**src/rtl/wb_if.sv**
```systemverilog
// Writeback-stage bus: memory-stage handshake and results, register-file
// read ports and the stage's observable latch/retire state.
//   master: memory stage / consumer side (drives instruction, reads results)
//   slave : wb_stage (accepts instruction, drives read data and status)
interface wb_if #(
  parameter int unsigned DW = 32,
  parameter int unsigned AW = 4
);
  logic          in_valid;
  logic          in_ready;
  logic          hold;
  logic          isLd;
  logic          isCall;
  logic          isWb;
  logic [AW-1:0] rd;
  logic [DW-1:0] alu_Res;
  logic [DW-1:0] ldResult;
  logic [DW-1:0] pc;
  logic [AW-1:0] rs1_addr;
  logic [AW-1:0] rs2_addr;
  logic [DW-1:0] rs1_data;
  logic [DW-1:0] rs2_data;
  logic          wb_valid;
  logic [AW-1:0] wb_rd;
  logic [DW-1:0] wb_data;
  logic [DW-1:0] retired_count;

  modport master (
    output in_valid, hold, isLd, isCall, isWb, rd, alu_Res, ldResult, pc,
           rs1_addr, rs2_addr,
    input  in_ready, rs1_data, rs2_data, wb_valid, wb_rd, wb_data, retired_count
  );

  modport slave (
    input  in_valid, hold, isLd, isCall, isWb, rd, alu_Res, ldResult, pc,
           rs1_addr, rs2_addr,
    output in_ready, rs1_data, rs2_data, wb_valid, wb_rd, wb_data, retired_count
  );
endinterface

```
**src/rtl/wb_stage.sv**
```systemverilog
// Writeback stage: MEM/WB pipeline latch, 16-entry register file with two
// bypassed combinational read ports, and a retired-instruction counter.
// Ports:
//   clk   - clock, rising edge
//   rst_n - asynchronous active-low reset
//   bus   - wb_if slave: instruction in (in_valid/in_ready/hold, isLd, isCall,
//           isWb, rd, alu_Res, ldResult, pc), read ports (rsX_addr/rsX_data),
//           status out (wb_valid, wb_rd, wb_data, retired_count)
module wb_stage #(
  parameter int unsigned NREG   = 16,
  parameter int unsigned RA_IDX = 15,
  parameter int unsigned DW     = 32
) (
  input logic clk,
  input logic rst_n,
  wb_if.slave bus
);
  localparam int unsigned AW = $clog2(NREG);

  logic [DW-1:0] rf_q [NREG];
  logic          wb_valid_q, wb_valid_d;
  logic [AW-1:0] wb_rd_q, wb_rd_d;
  logic [DW-1:0] wb_data_q, wb_data_d;
  logic [DW-1:0] count_q, count_d;
  logic          commit;

  // Everything is frozen under hold; the pending write commits on the same
  // edge that the next instruction is latched.
  assign commit = !bus.hold && wb_valid_q;

  always_comb begin
    wb_valid_d = wb_valid_q;
    wb_rd_d    = wb_rd_q;
    wb_data_d  = wb_data_q;
    count_d    = count_q;
    if (!bus.hold) begin
      wb_valid_d = bus.in_valid && (bus.isWb || bus.isCall);
      if (bus.in_valid) begin
        wb_rd_d = bus.isCall ? AW'(RA_IDX) : bus.rd;
        if (bus.isCall) begin
          wb_data_d = bus.pc + DW'(4);
        end else if (bus.isLd) begin
          wb_data_d = bus.ldResult;
        end else begin
          wb_data_d = bus.alu_Res;
        end
      end
      if (wb_valid_q) begin
        count_d = count_q + DW'(1);
      end
    end
  end

  always_ff @(posedge clk or negedge rst_n) begin
    if (!rst_n) begin
      wb_valid_q <= 1'b0;
      wb_rd_q    <= '0;
      wb_data_q  <= '0;
      count_q    <= '0;
      for (int i = 0; i < int'(NREG); i++) begin
        rf_q[i] <= '0;
      end
    end else begin
      wb_valid_q <= wb_valid_d;
      wb_rd_q    <= wb_rd_d;
      wb_data_q  <= wb_data_d;
      count_q    <= count_d;
      if (commit) begin
        rf_q[wb_rd_q] <= wb_data_q;
      end
    end
  end

  // Read ports see the pending write even while held.
  assign bus.rs1_data = (wb_valid_q && wb_rd_q == bus.rs1_addr) ? wb_data_q : rf_q[bus.rs1_addr];
  assign bus.rs2_data = (wb_valid_q && wb_rd_q == bus.rs2_addr) ? wb_data_q : rf_q[bus.rs2_addr];

  assign bus.in_ready      = !bus.hold;
  assign bus.wb_valid      = wb_valid_q;
  assign bus.wb_rd         = wb_rd_q;
  assign bus.wb_data       = wb_data_q;
  assign bus.retired_count = count_q;
endmodule

```
**src/flat_wrapper.sv**
```systemverilog
// flat-port wrapper written by rule: the top's interface ports become plain ports
module wb_stage_flat 
#(
  parameter int unsigned NREG   = 16,
  parameter int unsigned RA_IDX = 15,
  parameter int unsigned DW     = 32
)
  (clk, rst_n, bus_in_valid, bus_hold, bus_isLd, bus_isCall, bus_isWb, bus_rd, bus_alu_Res, bus_ldResult, bus_pc, bus_rs1_addr, bus_rs2_addr, bus_in_ready, bus_rs1_data, bus_rs2_data, bus_wb_valid, bus_wb_rd, bus_wb_data, bus_retired_count);
  wb_if #(.DW(DW)) bus_i ();
  input logic clk;
  input logic rst_n;
  input wire logic [$bits(bus_i.in_valid)-1:0] bus_in_valid;
  input wire logic [$bits(bus_i.hold)-1:0] bus_hold;
  input wire logic [$bits(bus_i.isLd)-1:0] bus_isLd;
  input wire logic [$bits(bus_i.isCall)-1:0] bus_isCall;
  input wire logic [$bits(bus_i.isWb)-1:0] bus_isWb;
  input wire logic [$bits(bus_i.rd)-1:0] bus_rd;
  input wire logic [$bits(bus_i.alu_Res)-1:0] bus_alu_Res;
  input wire logic [$bits(bus_i.ldResult)-1:0] bus_ldResult;
  input wire logic [$bits(bus_i.pc)-1:0] bus_pc;
  input wire logic [$bits(bus_i.rs1_addr)-1:0] bus_rs1_addr;
  input wire logic [$bits(bus_i.rs2_addr)-1:0] bus_rs2_addr;
  output wire logic [$bits(bus_i.in_ready)-1:0] bus_in_ready;
  output wire logic [$bits(bus_i.rs1_data)-1:0] bus_rs1_data;
  output wire logic [$bits(bus_i.rs2_data)-1:0] bus_rs2_data;
  output wire logic [$bits(bus_i.wb_valid)-1:0] bus_wb_valid;
  output wire logic [$bits(bus_i.wb_rd)-1:0] bus_wb_rd;
  output wire logic [$bits(bus_i.wb_data)-1:0] bus_wb_data;
  output wire logic [$bits(bus_i.retired_count)-1:0] bus_retired_count;
  assign bus_i.in_valid = bus_in_valid;
  assign bus_i.hold = bus_hold;
  assign bus_i.isLd = bus_isLd;
  assign bus_i.isCall = bus_isCall;
  assign bus_i.isWb = bus_isWb;
  assign bus_i.rd = bus_rd;
  assign bus_i.alu_Res = bus_alu_Res;
  assign bus_i.ldResult = bus_ldResult;
  assign bus_i.pc = bus_pc;
  assign bus_i.rs1_addr = bus_rs1_addr;
  assign bus_i.rs2_addr = bus_rs2_addr;
  assign bus_in_ready = bus_i.in_ready;
  assign bus_rs1_data = bus_i.rs1_data;
  assign bus_rs2_data = bus_i.rs2_data;
  assign bus_wb_valid = bus_i.wb_valid;
  assign bus_wb_rd = bus_i.wb_rd;
  assign bus_wb_data = bus_i.wb_data;
  assign bus_retired_count = bus_i.retired_count;
  wb_stage #(.NREG(NREG), .RA_IDX(RA_IDX), .DW(DW)) u_core (.clk(clk), .rst_n(rst_n), .bus(bus_i));
endmodule
```
**config.mk**
```make
export PLATFORM = sky130hd
export DESIGN_NAME = wb_stage_flat
export DESIGN_NICKNAME = d
export VERILOG_FILES = /design/src/rtl/wb_if.sv /design/src/rtl/wb_stage.sv /design/src/flat_wrapper.sv
export SDC_FILE = /design/constraint.sdc
export NUM_CORES = 1
export LEC_CHECK = 0
export BUFFER_PORTS_ARGS = -buffer_cell sky130_fd_sc_hd__buf_2
export CAP_MARGIN = 20
export CORE_MARGIN = 2
export CORE_UTILIZATION = 43
export DETAILED_ROUTE_END_ITERATION = 8
export HOLD_SLACK_MARGIN = 0.12
export PLACE_DENSITY_LB_ADDON = 0.08
export SETUP_SLACK_MARGIN = 0.1
export SYNTH_ARGS = -nofsm -noshare
export SYNTH_HDL_FRONTEND = slang
export SYNTH_SLANG_ARGS = --single-unit
```
**constraint.sdc**
```tcl
create_clock -name clk -period 4.4 [get_ports clk]
set_input_delay 1.32 -clock clk [delete_from_list [all_inputs] [get_ports clk]]
set_output_delay 1.32 -clock clk [all_outputs]
set_load 0.005 [all_outputs]
```
==> results.md, run 1 <==
- The clock network burns 33.2% of the power.
- In the routed layout, each cell is associated on average with a via count of 6.18.
- The number of diodes is 0.
- Setup repair after global routing could not meet its margin everywhere.
- Static timing analysis puts the maximum clock frequency at 222 MHz.
- The count of endpoints failing hold in the final timing report was 0.
- The top-level port count is 249.
- After detailed routing, the number of remaining DRC violations is 11.
- Input and output buffers added on the ports amount to 248.
- In the post-route analysis, the smallest setup slack over all paths is -107 ps.
- For this block, the initial DRC count from the detailed router was 1783.
- After detailed placement, the total cell area comes to 35900 um^2.
- The worst hold path begins at u_core.bus.retired_count[26]$_DFFE_PN0P_.
- Entering global routing, the biggest net connects 95 pins.
- The CTS clock-pin slew for the worst setup and hold paths is 60 ps.
- Net switching is 28.7% of the power.
- The maximum fanout along the worst path is 7.
- Synthesis produced a netlist whose cell count is 2279.
- The post-synthesis share of cell area spent on xor and xnor gates is 1.73%.
- The sequential cell area fraction in the yosys report is 45.7%.
- The share of the synthesized area in the top cell type is 45.7%.
- After synthesis, the cell types taking the most area are sky130_fd_sc_hd__dfrtp_1 46%, sky130_fd_sc_hd__mux4_2 18%, sky130_fd_sc_hd__mux2_2 18%, sky130_fd_sc_hd__mux2i_1 2.7%, sky130_fd_sc_hd__a2111oi_0 1.7%.
- The placement row count is 99.
- In this run the horizontal extent of the chip is 276 um.
- The deepest clock path buffer count is 3.
- The power share of the sequential group is 42.6%.
- The final-report max-slew violation count was 0.
- The worst clock skew is 16.7 ps.
- The post-synthesis share of cell area spent on and, or, nand and nor gates is 5.28%.
- The cell leakage power is 18.6 nW.
- The switching power of the nets is 4.91 mW.
- For the worst setup path, the data required time is 3080 ps.
- In the final routed layout, each cell accounts on average for 28.8 um.
- The post-synthesis adder-cell area fraction is 0.0786%.
- The clock net sink count is 581.
- The nature of the critical path endpoint is an output pin.
- The mean area per synthesized cell is 14.0 um^2.
- From synthesis to final layout, the design area changed by 29.4%.
- The final reports fail on DRC, setup timing.
- The pre-antenna-repair detailed-routing pass consisted of 7 iterations.
- The smallest clock period supported by the final layout is computed as 4510 ps.
- In this run the worst hold path is classified as register to register.
- In the synthesized netlist the async set-or-reset flop fraction comes to 100%.
- CTS built an H-tree with a depth of 3.
- In this run the critical register-to-register path is launched from u_core.bus.wb_valid$_DFFE_PN0N_.
- The worst setup path is of the primary input to output pin kind.
- For this design, the CTS-stage hold fixing added 0 buffers.
- From bottom edge to top edge, the die measures 276 um.
- Counting instances, the worst hold path has a depth of 1.
- The finished cells cover 41200 um^2.
- By area, the combinational part of the netlist is dominated by multiplexers.
- Measured on the finished design, the core utilization comes to 56.4%.
- Yosys instantiated no cell more often than sky130_fd_sc_hd__dfrtp_1.
- The number of max-capacitance violations reported is 0.
- Of all cell types, the one taking the most synthesized area is sky130_fd_sc_hd__dfrtp_1.
- The number of CTS-inserted buffers is 68.
- The endpoint of the worst hold-timing path is u_core.bus.retired_count[26]$_DFFE_PN0P_.
- The initial antenna violation count is 0.
- The slew at the pin closest to its max-slew limit is 956 ps.
- The placeable core region is 73100 um^2.
- The floorplan step defined a die boundary enclosing 76200 um^2.
- At the end of routability-driven placement, the weighted congestion stood at 0.911.
- The number of global-route vias before repair came to 23909.
- For this block, the routed nets add up to 107000 um of wire.
- The total overflow reported by the global router is 0.
- Dividing total power by cell area gives a power density of 415 nW/um^2.
- Final hold analysis gives a worst-case slack of 489 ps.
- The worst relative slew slack is 35.6%.
- The post-synth net total is 2396.
- Setup violations remaining at the end of the flow were counted as 40.
- The number of warnings reported in the yosys synthesis log is 0.
- For this run, the leading register cell type out of synthesis is sky130_fd_sc_hd__dfrtp_1.
- Global routing used 27.6% of the available tracks across all layers.
- The wire-length estimate of the detail-placed layout is 66600 um.
- The global-route wire length before repair is 158000 um.
- The endpoint identified for the worst register-to-register timing path is u_core.rf_q[312]$_DFFE_PN0P_.
- The proportion of synthesized area in mux cells is 39.3%.
- For the worst setup path, the data arrival time is 3190 ps.
- The worst-case vdd ir drop is 279 uV.
- The via total after detailed routing is 22863.
- The insertion delay to the later sink of the worst-skew pair is 600 ps.
- Counting flops with a built-in enable in the synthesized netlist gives 0.
- The commonest cells after synthesis are 581 x sky130_fd_sc_hd__dfrtp_1, 511 x sky130_fd_sc_hd__mux2_2, 258 x sky130_fd_sc_hd__mux4_2, 117 x sky130_fd_sc_hd__clkbuf_1, 91 x sky130_fd_sc_hd__nor2_1.
- The post-synthesis cell area is 31800 um^2.
- The flow ran to the end, but the final reports show violations.
- The number of cells on the worst reg-to-reg path is 5.
- The worst setup slack before clock tree synthesis is -473 ps.
- The worst setup path is launched from a primary input.
- Cells with a size suffix above 1 make up 60.4% of the layout.
- The filler cells instantiated in the layout total 6010.
- The synthesized netlist devotes 4.51% of its cell area to compound gates.
- The TritonCTS clock tree is done.
- Combinational logic burns 24.2% of the power.
- The detail route stage leaves a number of antenna-violating nets equal to 0.
- The worst register-to-register path has a setup slack of 1610 ps.
- The number of different library cells used by synthesis comes to 44.
- After the last flow step, the layout net total stands at 2814.
- The period utilization is 102%.
- The flip-flop and latch count after synthesis is 581.
- The cell internal power dissipation is 12.2 mW.
- The initial utilization of the core area, before any placement, comes to 43.5%.
- The buffer cell driving the clock tree root is sky130_fd_sc_hd__clkbuf_16.
cell families after synthesis:
logic type               count (synthesis)
multiplexers                           862
flip-flops                             581
buffers and inverters                  246
adder cells (fa/ha/maj)                  2
AND/OR/NAND/NOR                        332
XOR/XNOR                                63
AO/OA/AOI/OAI                          193
power by group through the flow:
stage | Combinational, mW | Clock, mW | Sequential, mW
floorplan | 2.44 | 0 | 6.92
global placement | 3.46 | 0 | 7.26
detailed placement | 3.54 | 0 | 7.34
CTS | 3.93 | 5.80 | 7.25
global route | 4.39 | 6.02 | 7.42
finish | 4.13 | 5.67 | 7.29
worst max path at each step:
stage	start	end	slack, ps
floorplan	bus_rs1_addr[0]	bus_rs1_data[21]	280
global placement	bus_rs2_addr[3]	bus_rs2_data[18]	-440
detailed placement	bus_rs2_addr[3]	bus_rs2_data[18]	-470
CTS	bus_rs1_addr[0]	bus_rs1_data[19]	-50
global route	bus_rs1_addr[0]	bus_rs1_data[5]	-160
finish	bus_rs1_addr[0]	bus_rs1_data[20]	-110
layout by cell type, fill, tap and decap left out, drive strengths merged, types with 63 or more instances in the layout:
| cell type | count |
|---|---|
| clkbuf | 101 |
| nor2b | 71 |
| mux2i | 86 |
| buf | 589 |
| a2111oi | 63 |
| nand2 | 79 |
| dfrtp | 581 |
| nor2 | 91 |
| mux4 | 258 |
| mux2 | 518 |
flip-flops by register name, indices dropped and copies added, names as in the netlist:
| name | cells |
|---|---|
| u_core.bus.retired_count | 32 |
| u_core.bus.wb_data | 32 |
| u_core.bus.wb_rd | 4 |
| u_core.bus.wb_valid | 1 |
| u_core.rf_q | 512 |
layer usage:
layer  global-route usage [%]  share of wire, %  vias up
met5                        0                 0        -
met4                     8.18               2.7        0
met3                     3.42               5.5      178
met2                     45.6                48      841
met1                     38.4                44    12316
li1                         -                 -     9528
critical path: stages:
cell and delay [ps]:
sky130_fd_sc_hd__buf_16 120, sky130_fd_sc_hd__buf_12 150, sky130_fd_sc_hd__buf_6 120, sky130_fd_sc_hd__buf_8 120, sky130_fd_sc_hd__mux4_2 500, sky130_fd_sc_hd__nor2b_1 160
sky130_fd_sc_hd__a2111oi_2 450, sky130_fd_sc_hd__a211oi_2 90, sky130_fd_sc_hd__buf_2 140
repair_timing:
action                                  4_1_cts  5_1_grt
endpoints found under the setup margin       64       64
pin swaps                                    78       55
gates resized for setup                     327      116
buffers inserted                             33       49
gates cloned                                  6        2
metrics by stage:
stage	TNS (ps)	power (mW)	instances
after floorplan	0	9.36	2279
after global placement	-12210	10.7	3500
after detailed placement	-11770	10.9	3500
after CTS	-297	17.0	3651
after global routing	-4080	17.8	3701
final	-1510	17.1	3701
area by class of cell:
class | count | area [um^2] | area share (%)
flip-flops and latches | 581 | 14500 | 35.3
well taps | 959 | 1200 | 2.91
repair buffers | 591 | 5310 | 12.9
inverters | 3 | 11.3 | 0.0273
multi-input cells | 1452 | 17900 | 43.5
clock buffers | 99 | 2050 | 4.99
clock inverters | 16 | 166 | 0.404
Note: power is estimated with default switching activity, not from simulation.
==> run 2, diff against run 1 <==
--- a/config.mk
+++ b/config.mk
@@ -13,6 +13,7 @@
 export HOLD_SLACK_MARGIN = 0.12
 export PLACE_DENSITY_LB_ADDON = 0.08
 export SETUP_SLACK_MARGIN = 0.1
+export SKIP_LAST_GASP = 1
 export SYNTH_ARGS = -nofsm -noshare
 export SYNTH_HDL_FRONTEND = slang
 export SYNTH_SLANG_ARGS = --single-unit
==> run 2 against run 1 <==
Against the previous run:
- the flow still finishes with violations (DRC, setup timing)
- wire length hardly changed
- total power barely moved
- count of clock-buffer cells in the layout did not move
- final cell count is essentially flat
- cell area increased by 0.10%
- non-clock buffer count rose by 2
- highest routed layer unchanged
==> results.md, run 2 (synthesized netlist as in run 1, its figures left out) <==
- In this run the deepest clock path goes through 3 buffers.
- In this run the static leakage power is 18.6 nW.
- At the worst endpoint, the required time is 3080 ps.
- The floorplan die area is 76200 um^2.
- Dividing the detail-routed wire length by the instance count gives 28.8 um.
- The first global-routing pass estimated 158000 um of wire.
- The critical path data arrival time is 3170 ps.
- The internal portion of the total power is 12.2 mW.
- The buffer cell driving the clock tree root is sky130_fd_sc_hd__clkbuf_16.
- For this run, the post-layout net count is 2816.
- After detailed routing, the number of remaining DRC violations is 22.
- The number of global-route vias before repair was 23949.
- The period utilization is 102%.
- For this configuration, the core starts out at a cell density of 43.5%.
- The most common library cell in the layout ignoring fill and taps is sky130_fd_sc_hd__dfrtp_1.
- For the pin with the worst max-slew slack, the measured transition is 1020 ps.
- The initial antenna violation count is 0.
- The register with the most flip-flops in the layout has 512 of them.
- Per report_power, the combinational group accounts for 24.1% of the total.
- The count of endpoints failing hold in the final timing report is 0.
- The fraction of layout instances using a drive strength above 1 is 60.4%.
- The via total after detailed routing is 22631.
- The worst relative slew slack is 31.5%.
- The register name with the most flops is u_core.rf_q.
- The global placer's final weighted congestion is 0.911.
- The total overflow reported by the global router is 0.
- The worst setup path is launched from a primary input.
- The overall die width is 276 um.
- Setup repair after global routing could not meet its margin everywhere.
- In the layout the commonest cells are 581 x sky130_fd_sc_hd__dfrtp_1, 511 x sky130_fd_sc_hd__mux2_2, 258 x sky130_fd_sc_hd__mux4_2, 235 x sky130_fd_sc_hd__buf_2, 221 x sky130_fd_sc_hd__buf_4.
- The pin count of the biggest net entering global routing is 95.
- The critical setup path kind is primary input to output pin.
- Global routing consumed, over all layers together, 27.6% of the routing resources.
- The number of CTS-inserted buffers is 68.
- For this design the total switching power over the nets is 4.91 mW.
- Relative to the synthesized area, the layout overhead comes to 29.5%.
- Input and output buffers added on the ports amount to 248.
- The placed wire-length estimate is 66600 um.
- VDD sags by at most 281 uV.
- The clock net sink count is 581.
- The class of the most critical hold timing path is register to register.
- For this design the ratio of total power to cell area is 414 nW/um^2.
- The final-report max-slew violation count came to 0.
- Row generation in the floorplan step produced 99 rows.
- The worst clock skew is 19.1 ps.
- The slowest library cell on the worst path is sky130_fd_sc_hd__mux4_2.
- The number of max-capacitance violations reported is 0.
- The clock tree synthesis step divided the H-tree into 3 levels.
- The final-report setup violation count is 35.
- For this run, the detailed router's first-pass iteration total came to 7.
- For this design the top-level I/O count stands at 249.
- TritonCTS built the clock tree.
- In this run the remaining antenna-violating nets after routing total 0.
- The final reports fail on DRC, setup timing.
- The total area inside the core boundary comes to 73100 um^2.
- The worst setup path is captured at an output pin.
- In this run, flip-flops and latches consume 42.7% of the power.
- The final core utilization is 56.4%.
- Traced cell by cell, the critical path runs through buf_16 > buf_12 > buf_6 > buf_8 > mux4_2 > nor2b_1 > a2111oi_2 > a211oi_2 > buf_2.
- Fill cells in the final layout number 5994.
- The later pin in the worst-skew pair is clocked with a latency of 600 ps.
- Once routing completed, OpenROAD measured the worst setup slack at -87.7 ps.
- Hold repair after CTS inserted 0 buffers.
- Clock-pin slew was measured on the worst setup and hold paths at 60 ps.
- Timing would allow up to 223 MHz.
- In the routed layout, each cell is associated on average with a via count of 6.11.
- The share of total power in the clock network is 33.2%.
- Summing all multi-input logic gate instances after layout gives 17900 um^2.
- The register area is 14500 um^2.
- The flow ran to the end, but the final reports show violations.
- Wires add up to 107000 um.
- On the worst path, the slowest cell contributes a delay of 490 ps.
- Subtracting the final worst setup slack from the clock period gives 4490 ps.
- The die extent in y is 276 um.
- The sum of negative setup slack is -1350 ps.
- Along the worst path, the maximum fanout reaches 7.
- The first routing iteration left 1797 violations.
- The fraction of power spent switching nets is 28.8%.
## run 2: changes by cell type in the layout (fill, tap and decap cells not counted), sizes merged
| cell | change |
|---|---|
| buf | +2 |
| diode | +1 |
## run 2: layer usage
metal | global-route usage [%] | up-vias | wire length (um)
li1 | - | 9534 | -
met1 | 38.3 | 12152 | 46300
met2 | 45.6 | 776 | 51700
met3 | 3.63 | 169 | 5950
met4 | 8.35 | 0 | 2770
met5 | 0 | - | 0
## run 2: through the flow
| stage | power [mW] | worst slack [ps] | instances | hold WS (ps) | area (um^2) |
|---|---|---|---|---|---|
| 2_1_floorplan | 9.36 | 279 | 2279 | 468 | 31800 |
| 3_3_place_gp | 10.7 | -445 | 3500 | 459 | 35900 |
| 3_5_place_dp | 10.9 | -473 | 3500 | 482 | 35900 |
| 4_1_cts | 17.0 | -45.7 | 3651 | 490 | 40000 |
| 5_1_grt | 17.8 | -152 | 3703 | 498 | 41200 |
| 6_report | 17.1 | -87.7 | 3704 | 489 | 41200 |
## run 2: repair_timing
action                     CTS  global route
pin swaps                   77            59
setup endpoints to repair   64            64
gates cloned                 6             2
resized for setup          309           124
setup buffers               33            52
## run 2: worst paths after layout
| path | from | end | slack, ps | depth (start not counted) |
|---|---|---|---|---|
| setup / recovery | bus_rs1_addr[0] | bus_rs1_data[20] | -90 | 9 |
| min in group asynchronous | rst_n | u_core.rf_q[88]$_DFFE_PN0P_ | 800 | 1 |
| max in group asynchronous | rst_n | u_core.rf_q[81]$_DFFE_PN0P_ | 2640 | 2 |
| setup reg to reg | u_core.bus.wb_valid$_DFFE_PN0N_ | u_core.rf_q[293]$_DFFE_PN0P_ | 1600 | 5 |
| hold / removal | u_core.bus.retired_count[26]$_DFFE_PN0P_ | u_core.bus.retired_count[26]$_DFFE_PN0P_ | 490 | 1 |
| hold reg to reg | u_core.bus.retired_count[26]$_DFFE_PN0P_ | u_core.bus.retired_count[26]$_DFFE_PN0P_ | 490 | 1 |
## run 2: area by class of cell
| cell class | count | area share (%) |
|---|---|---|
| antenna | 1 | 0.00607 |
| clock buffer | 99 | 4.98 |
| clock inverter | 16 | 0.404 |
| inverter | 3 | 0.0273 |
| multi-input combinational | 1452 | 43.5 |
| sequential | 581 | 35.3 |
| tap | 959 | 2.91 |
| timing repair buffer | 593 | 12.9 |
## run 2: worst max-delay path, delay by kind of cell
| kind | cells | cell delay, ps |
|---|---|---|
| and+or+nand+nor | 1 | 160 |
| muxes | 1 | 490 |
| buffers and inverters | 5 | 640 |
| AOI/OAI and AO/OA | 2 | 530 |
## run 2: power groups by stage
stage | clock, mW | sequential [mW] | combinational [mW]
3_3_place_gp | 0 | 7.26 | 3.46
4_1_cts | 5.80 | 7.25 | 3.92
3_5_place_dp | 0 | 7.34 | 3.54
6_report | 5.68 | 7.28 | 4.12
5_1_grt | 6.02 | 7.42 | 4.38
2_1_floorplan | 0 | 6.92 | 2.44
